===== config.mk =====
export PLATFORM = sky130hd
export DESIGN_NAME = spi_master_ctrl
export DESIGN_NICKNAME = d
export VERILOG_FILES = /design/src/rtl/spi_master_pkg.sv /design/src/rtl/spi_shift_reg.sv /design/src/rtl/spi_master_ctrl.sv
export SDC_FILE = /design/constraint.sdc
export NUM_CORES = 1
export LEC_CHECK = 0
export BUFFER_PORTS_ARGS = -buffer_cell sky130_fd_sc_hd__clkbuf_2
export CAP_MARGIN = 5
export CORE_UTILIZATION = 55
export CTS_CLUSTER_SIZE = 8
export DETAILED_ROUTE_END_ITERATION = 8
export PLACE_DENSITY = 0.76
export REMOVE_ABC_BUFFERS = 1
export SKIP_CTS_REPAIR_TIMING = 1
export SYNTH_ARGS = -nofsm -noshare
export SYNTH_HDL_FRONTEND = slang
export SYNTH_SLANG_ARGS = --single-unit

===== constraint.sdc =====
create_clock -name clk -period 2.6 [get_ports clk]
set_input_delay 0.52 -clock clk [delete_from_list [all_inputs] [get_ports clk]]
set_output_delay 0.52 -clock clk [all_outputs]
set_load 0.01 [all_outputs]

===== src/rtl/spi_master_pkg.sv =====
// Shared types and constants for the SPI master controller.
// The frame carries the mode bit, the op code, then the data byte, MSB first.
package spi_master_pkg;

  localparam int FRAME_W   = 11;
  localparam int DATA_W    = 8;
  localparam int BIT_CNT_W = 4;

  typedef enum logic [1:0] {
    OP_WR_ADDR,
    OP_WR_DATA,
    OP_RD_ADDR,
    OP_RD_DATA
  } spi_op_e;

  typedef enum logic [2:0] {
    IDLE,
    SHIFT,
    WAIT,
    RECV,
    GAP
  } state_e;

  // The slave's write/read mode bit is the op code's MSB.
  function automatic logic [FRAME_W-1:0] build_frame(input spi_op_e op,
                                                     input logic [DATA_W-1:0] data);
    return {op[1], op, data};
  endfunction

endpackage


===== src/rtl/spi_shift_reg.sv =====
// Generic parallel-load register that shifts left (MSB out, LSB in).
// Used for both the outgoing frame and the incoming read byte.
module spi_shift_reg #(
  parameter int W = 8
) (
  input  logic         clk,
  input  logic         rst,
  input  logic         load,
  input  logic [W-1:0] load_data,
  input  logic         shift,
  input  logic         shift_in,
  output logic [W-1:0] q
);

  always_ff @(posedge clk or posedge rst) begin
    if (rst) begin
      q <= '0;
    end else if (load) begin
      q <= load_data;
    end else if (shift) begin
      q <= {q[W-2:0], shift_in};
    end
  end

endmodule


===== src/rtl/spi_master_ctrl.sv =====
// Host-side SPI master: one bit per clk, registered SS_n/MOSI, read byte capture.
// Define SPI_MASTER_SEQ_CHECK_EN to flag rd-addr/rd-data ordering errors on err.
module spi_master_ctrl
  import spi_master_pkg::*;
#(
  parameter int RD_LAT = 2,
  parameter int GAP    = 1
) (
  input  logic              clk,
  input  logic              rst,
  input  logic              cmd_valid,
  output logic              cmd_ready,
  input  logic [1:0]        cmd_op,
  input  logic [DATA_W-1:0] cmd_data,
  output logic              rsp_valid,
  output logic [DATA_W-1:0] rsp_data,
  output logic              busy,
  output logic              err,
  output logic              SS_n,
  output logic              MOSI,
  input  logic              MISO
);

  localparam int DLY_W = 8;

  state_e                 state_reg, state_next;
  logic [BIT_CNT_W-1:0]   bit_cnt_reg, bit_cnt_next;
  logic [DLY_W-1:0]       dly_cnt_reg, dly_cnt_next;
  spi_op_e                op_reg;
  spi_op_e                cmd_op_e;
  logic                   accept;

  logic                   ss_n_reg, ss_n_next;
  logic                   cmd_ready_reg, cmd_ready_next;
  logic                   busy_reg, busy_next;
  logic                   rsp_valid_reg, rsp_valid_next;
  logic [DATA_W-1:0]      rsp_data_reg;
  logic                   tx_load, tx_shift, rx_shift;
  logic [FRAME_W-1:0]     tx_q;
  logic [DATA_W-2:0]      rx_q;

  assign cmd_op_e = spi_op_e'(cmd_op);
  assign accept   = cmd_valid && cmd_ready_reg;

  always_ff @(posedge clk or posedge rst) begin
    if (rst) begin
      state_reg   <= IDLE;
      bit_cnt_reg <= '0;
      dly_cnt_reg <= '0;
      op_reg      <= OP_WR_ADDR;
    end else begin
      state_reg   <= state_next;
      bit_cnt_reg <= bit_cnt_next;
      dly_cnt_reg <= dly_cnt_next;
      if (accept) begin
        op_reg <= cmd_op_e;
      end
    end
  end

  always_comb begin
    state_next   = state_reg;
    bit_cnt_next = bit_cnt_reg;
    dly_cnt_next = dly_cnt_reg;
    case (state_reg)
      IDLE: begin
        if (accept) begin
          state_next   = SHIFT;
          bit_cnt_next = BIT_CNT_W'(FRAME_W - 1);
        end
      end
      SHIFT: begin
        if (bit_cnt_reg == '0) begin
          if (op_reg == OP_RD_DATA) begin
            if (RD_LAT > 0) begin
              state_next   = WAIT;
              dly_cnt_next = DLY_W'(RD_LAT - 1);
            end else begin
              state_next   = RECV;
              bit_cnt_next = BIT_CNT_W'(DATA_W - 1);
            end
          end else begin
            state_next   = spi_master_pkg::GAP;
            dly_cnt_next = DLY_W'(GAP - 1);
          end
        end else begin
          bit_cnt_next = bit_cnt_reg - 1'b1;
        end
      end
      WAIT: begin
        if (dly_cnt_reg == '0) begin
          state_next   = RECV;
          bit_cnt_next = BIT_CNT_W'(DATA_W - 1);
        end else begin
          dly_cnt_next = dly_cnt_reg - 1'b1;
        end
      end
      RECV: begin
        if (bit_cnt_reg == '0) begin
          state_next   = spi_master_pkg::GAP;
          dly_cnt_next = DLY_W'(GAP - 1);
        end else begin
          bit_cnt_next = bit_cnt_reg - 1'b1;
        end
      end
      spi_master_pkg::GAP: begin
        if (dly_cnt_reg == '0) begin
          state_next = IDLE;
        end else begin
          dly_cnt_next = dly_cnt_reg - 1'b1;
        end
      end
      default: state_next = IDLE;
    endcase
  end

  // Outputs are computed from the next state so that the registered pins
  // line up with the state the FSM is entering.
  always_comb begin
    ss_n_next      = !(state_next inside {SHIFT, WAIT, RECV});
    cmd_ready_next = (state_next == IDLE);
    busy_next      = (state_next != IDLE);
    rsp_valid_next = (state_reg == RECV) && (bit_cnt_reg == '0);
    tx_load        = accept;
    tx_shift       = (state_reg == SHIFT);
    rx_shift       = (state_reg == RECV);
  end

  always_ff @(posedge clk or posedge rst) begin
    if (rst) begin
      ss_n_reg      <= 1'b1;
      cmd_ready_reg <= 1'b0;
      busy_reg      <= 1'b0;
      rsp_valid_reg <= 1'b0;
      rsp_data_reg  <= '0;
    end else begin
      ss_n_reg      <= ss_n_next;
      cmd_ready_reg <= cmd_ready_next;
      busy_reg      <= busy_next;
      rsp_valid_reg <= rsp_valid_next;
      if (rsp_valid_next) begin
        rsp_data_reg <= {rx_q, MISO};
      end
    end
  end

  // The frame drains to zeros, so MOSI idles low once the last bit is out.
  spi_shift_reg #(.W(FRAME_W)) u_tx (
    .clk       (clk),
    .rst       (rst),
    .load      (tx_load),
    .load_data (build_frame(cmd_op_e, cmd_data)),
    .shift     (tx_shift),
    .shift_in  (1'b0),
    .q         (tx_q)
  );

  // Holds the first seven bits; the eighth goes straight into rsp_data.
  spi_shift_reg #(.W(DATA_W - 1)) u_rx (
    .clk       (clk),
    .rst       (rst),
    .load      (1'b0),
    .load_data ('0),
    .shift     (rx_shift),
    .shift_in  (MISO),
    .q         (rx_q)
  );

`ifdef SPI_MASTER_SEQ_CHECK_EN
  logic rd_addr_seen_reg;
  logic err_reg;

  always_ff @(posedge clk or posedge rst) begin
    if (rst) begin
      rd_addr_seen_reg <= 1'b0;
      err_reg          <= 1'b0;
    end else if (accept) begin
      if (cmd_op_e == OP_RD_ADDR) begin
        if (rd_addr_seen_reg) begin
          err_reg <= 1'b1;
        end
        rd_addr_seen_reg <= 1'b1;
      end else if (cmd_op_e == OP_RD_DATA) begin
        if (!rd_addr_seen_reg) begin
          err_reg <= 1'b1;
        end
        rd_addr_seen_reg <= 1'b0;
      end
    end
  end

  assign err = err_reg;
`else
  assign err = 1'b0;
`endif

  assign SS_n      = ss_n_reg;
  assign MOSI      = tx_q[FRAME_W-1];
  assign cmd_ready = cmd_ready_reg;
  assign busy      = busy_reg;
  assign rsp_valid = rsp_valid_reg;
  assign rsp_data  = rsp_data_reg;

endmodule

=== After elaboration in Yosys (flattened, before gate mapping) ===
Cells that the tools add are included.

* Bits in registers: 47
* Input port bits: 14
* Output and inout bits: 14
* Word-level logic and storage cells: 61

* $add $sub $neg: 2
* Eq/ne operators: 14
* Mux-type cells: 18
* Reductions and logical operators: 16

{| class="wikitable"
|+ Operators with widths
! cell !! count
|-
| two-way mux 8 bit || 3
|-
| case mux 8 bit (3 select lines) || 1
|-
| two-way mux 11 bit || 2
|-
| two-way mux 3 bit || 6
|-
| case mux 3 bit (5 select lines) || 1
|-
| equality test 3 x 2 -> 1 bit, second input constant || 4
|-
| two-way mux 4 bit || 3
|-
| case mux 4 bit (3 select lines) || 1
|-
| nonzero test 3 bit || 4
|-
| zero test 8 bit || 1
|-
| != test 2 bit, second input constant || 4
|-
| AND reduction 4 bit || 2
|-
| subtractor 8 x 1 -> 8 bit, second input constant || 1
|-
| equality test 3 x 1 -> 1 bit, second input constant || 2
|-
| zero test 3 bit || 2
|-
| zero test 4 bit || 1
|-
| != test 2 x 1 -> 1 bit, second input constant || 2
|-
| OR reduction 2 bit || 2
|-
| subtractor 4 x 1 -> 4 bit, second input constant || 1
|-
| equality test 3 bit, second input constant || 1
|-
| equality test 2 bit, second input constant || 1
|-
| logical AND 1 bit || 2
|-
| nonzero test 2 bit || 1
|-
| zero test 1 bit || 1
|-
| two-way mux 1 bit || 1
|}

=== Longest topological paths before layout ===
* Depth in word-level cells: 7
* Mapped depth: 7
* Depth with buffers taken out: 6

=== Cells and area by module ===
Synthesis repeated with hierarchy kept, for this count alone.

* Cell total of the unflattened synthesis: 215
* Area total of the unflattened synthesis: 2,317.2 µm²

{| class="wikitable"
|+ Modules (own cells, without submodules)
! module !! instances !! cells an instance !! area an instance (µm²) !! sequential area each (µm²)
|-
| spi_master_ctrl || 1 || 136 || 1,481.4 || 726.9
|-
| spi_shift_reg (u_tx) || 1 || 48 || 506.7 || 275.3
|-
| spi_shift_reg (u_rx) || 1 || 31 || 329.1 || 175.2
|}

=== Worst setup path before layout ===
Ideal clock, no wire load.

* Kind: reg-to-reg
* From: reg dly_cnt_reg[0]
* To: reg bit_cnt_reg[1]
* Library setup time: 0.127 ns
* Arrival time: 1.704 ns
* Required time: 2.473 ns
* Path slack: 0.768 ns
* Cell stages (with the launch flop): 8
* Path buffers: 1
* Clock period less this slack: 1.832 ns
* Path through: dfrtp_1 inv_1 ha_1 or3b_1 nor3_2 o21a_1 buf_4 mux2_1

* Word-level cells in the longest chain between the ends: 3

{| class="wikitable"
|+ Ends and longest elaborated chain
! item !! line !! text
|-
| from (decl) || spi_master_ctrl.sv:28 || <nowiki>logic [DLY_W-1:0] dly_cnt_reg, dly_cnt_next;</nowiki>
|-
| from (signal assigned) || spi_master_ctrl.sv:54 || <nowiki>dly_cnt_reg <= dly_cnt_next;</nowiki>
|-
| zero test 8 bit || spi_master_ctrl.sv:91 || <nowiki>if (dly_cnt_reg == '0) begin</nowiki>
|-
| != test 2 bit (no line) || n/a ||
|-
| AND reduction 4 bit (no line) || n/a ||
|-
| to (signal assigned) || spi_master_ctrl.sv:53 || <nowiki>bit_cnt_reg <= bit_cnt_next;</nowiki>
|-
| to (decl) || spi_master_ctrl.sv:27 || <nowiki>logic [BIT_CNT_W-1:0] bit_cnt_reg, bit_cnt_next;</nowiki>
|}

No other way between the ends.
A chain may end at the register's enable or synchronous reset.

=== Worst setup path in the final report ===
* From: reg bit_cnt_reg[0]
* To: reg bit_cnt_reg[1]

* Word-level cells in the longest chain between the ends: 3
* Elaborated cells between the ends (all ways): 6
* Classes of those cells: add/sub: 1; eq/ne: 1; mux: 2; reduce/logical: 2

{| class="wikitable"
|+ Ends and longest elaborated chain
! item
|-
| subtractor 4 x 1 -> 4 bit / zero test 4 bit (equally long branches)
|-
| two-way mux 4 bit / != test 2 bit (equally long branches)
|-
| case mux 4 bit (3 select lines) / AND reduction 4 bit (equally long branches)
|}

Several ways; a longest one is shown, not always the timed one. The select of a mux whose other input is x is not followed.

==> summary.md <==
| Metric | Value |
|---|---|
| Syn Std Cell Area | 2180 um^2 |
| Gpl congestion | 0.787 |
| Post-route ant nets | 0 |
| Worst Setup Start Kind | register |
| Clk_skew | 3.39 ps |
| Initial antenna violation count | 0 |
| Vias | 1,488 |
| Asr flop ratio synth | 100% |
| Maximum clock rate | just under 500 MHz |
| Final Critical Period | 2020 ps |
| Top cells by area, synth | dfrtp_1, mux2_2, mux2i_1, a21oi_1, nor2_1 |
| Top_reg_cell synth | dfrtp_1 |
| Die ar. | between 4000 and 5000 um^2 |
| Cell Chain, Critical Path | inv_1 > ha_1 > nor3b_4 > a221oi_2 > o21a_1 > mux2_1 |
| DR pass1 iterations | 4 |
| Core area | between 3000 and 4000 um^2 |
| Post-synthesis instance total | 190 |
| Vias in the first global route | approximately 1,500 |
| Clock Pin Slew Worst Setup and Hold Paths | 80 ps |
| Psw | 0.000958 W |
| Area leader, netlist | dfrtp_1 |
| Area Overhead vs Synth | 11.2% |
| Die Height | 65.0 um |
| Maxcap violations | 0 |
| # port buffers | 26 |
| Post-route core utilization | 64.8% |
| Antenna fix cells | 0 |
| First-pass GRT wire length | roughly 6600 um |
| CP Capture Type | register |
| Yosys reg bits | 47 |
| Tcrit/Tclk final | 77.9% |
| Worst Path Buf+Inv | 1 |
| Top-count cell post-synth | dfrtp_1 |
| Routed wire length | 3790 um |
| I/O Pins | 28 |
| Critical Path RT | 2790 ps |
| Critical path arrival | 2210 ps |
| Switching share of power | 36.3% |
| Relative slew slack | 24.5% |
| # rows | 22 |
| Vias per cell | approximately 5.6 |
| Grt ovf | 0 |
| CTS Root Buffer Type | clkbuf_8 |
| Die Wd | ~65 um |
| WL per Instance | 14.2 um |
| Synth cell types | slightly above 40 |
| Internal | around 0.0017 W |
| Max Slew Vio Count | 0 |
| Final hold vios | 0 |
| Post-synth EDFFs | 0 |
| VDD IR-drop max | 0.504 mV |
| Clk_lat worst skew | 300 ps |
| Post-route setup TNS | 0 ps |
| Average cell area after synthesis | 11.5 um^2 |
| Yosys warning count | 0 |
| Synth top cells by count | dfrtp_1, mux2_2, nor2_1 |
| Total GRT Usage | 20.5% |
| Register area share after synthesis | 54.0% |
| Setup-failing EPs final | 0 |
| Effective utilization at floorplan | 58.3% |
| Crit-path slowest cell | dfrtp_1 |
| Max reg flops | 11 |
| P_leak | 1.21 nW |
| Clk buf depth | 2 |
| H-Tree Level Count | 2 |
| P per Cell Area | 1090 nW/um^2 |
| Fraction of layout cells with a size suffix above 1 | 29.2% |
| Critical path fanouts, max | 8 |
| Cts bufs inserted | 5 |
| Kind of critical path | reg2reg |
| Share of power burned in registers | 45.8% |
| Top cell type's share of synthesized area | 52.8% |
| RSZ-0062 raised after global routing | no |
| Worst Tran Pin Value | 1130 ps |
| Post-DP HPWL | 2790 um |
| Status | completed |
| Nets | roughly 230 |
| Gate power share | about two fifths |
| Design area | 2430 um^2 |
| Post-placement cell area | 2340 um^2 |
| Worst Hold Class | in2async |
| Slowest stage delay, CP | approximately 400 ps |
| Clk pwr share | 16.0% |
| Worst reg-to-reg setup slack | 580 ps |
| DRC Markers | 0 |
| First-iteration detailed-routing DRC count | 68 |
| Largest net degree at the start of global routing | 34 |
| Top delay family on crit path | compound AO/OA/AOI/OAI gates |
| Sinks on the clock net | 47 |
| CTS tree | built |
## worst reg2reg max path, cell delays in order, from the launching register on
cell	delay [ps]
dfrtp_1	400
inv_1	70
ha_1	230
nor3b_4	200
a221oi_2	350
o21a_1	330
mux2_1	350
## metrics by stage
step                total power (W)  setup slack [ps]  hold WS [ps]  instances
CTS                         0.00266               569           372        267
global placement            0.00216               659           484        259
finish                      0.00264               575           345        267
floorplan                   0.00196               653           475        180
global route                0.00283               418           413        267
detailed placement          0.00224               581           496        259
## routing by layer
layer | vias to the layer above | global-route usage, % | wire, um
li1 | 723 | - | -
met1 | 724 | 25.3 | 1670
met2 | 32 | 35.4 | 1910
met3 | 9 | 5.11 | 158
met4 | 0 | 5.83 | 47
met5 | - | 0 | 0
## power by group through the flow
| stage | logic [W] | registers (W) | clock network, W |
|---|---|---|---|
| 6_report | 0.00101 | 0.00121 | 0.000421 |
| 5_1_grt | 0.00113 | 0.00125 | 0.000453 |
| 3_5_place_dp | 0.00102 | 0.00122 | 0 |
| 4_1_cts | 0.00102 | 0.00121 | 0.000435 |
| 2_1_floorplan | 0.000785 | 0.00117 | 0 |
| 3_3_place_gp | 0.000970 | 0.00119 | 0 |
## cell type report
cell class | instances | area (um^2)
flip-flops and latches | 47 | 1180
well taps | 48 | 60.1
fillers | 313 | 1320
repair buffers | 31 | 168
clock inverters | 2 | 12.5
inverters | 9 | 33.8
multi-input cells | 124 | 903
clock buffers | 6 | 72.6
## final timing paths
kind	cells past startpoint	to	start
max	6	bit_cnt_reg[1]$_DFFE_PP0P_	bit_cnt_reg[0]$_DFFE_PP0P_
max in group asynchronous	3	u_rx.q[1]$_DFFE_PP0P_	rst
max reg2reg	6	bit_cnt_reg[1]$_DFFE_PP0P_	bit_cnt_reg[0]$_DFFE_PP0P_
min	2	u_tx.q[9]$_DFFE_PP0P_	rst
min in group clk	3	u_tx.q[0]$_DFFE_PP0P_	cmd_data[0]
min reg2reg	1	u_rx.q[6]$_DFFE_PP0P_	u_rx.q[6]$_DFFE_PP0P_
## cells in the final DEF (no fill, tap or decap), types with 2 or more instances in the layout
master    count
dfrtp_1      46
clkbuf_2     26
mux2_2       17
nor2_1       17
nand2_1      14
a21oi_1      14
mux2i_1      12
inv_1         8
o211ai_1      5
clkbuf_8      5
buf_4         5
nand3_1       4
o21ai_0       3
o31ai_1       3
or3_1         3
nor2b_1       2
or3_4         2
nor4_1        2
nor3_2        2
o21a_1        2
o41ai_1       2
and2_1        2
ha_1          2
## cell families after synthesis
family | synth area share (%)
compound gates | 10.9
xor+xnor | 0.401
fa+ha+maj | 1.15
buf+inv | 4.64
flops | 54.0
mux | 14.8
other cells | 0.172
simple gates | 14.0
Power figures use the tool's default switching activity.
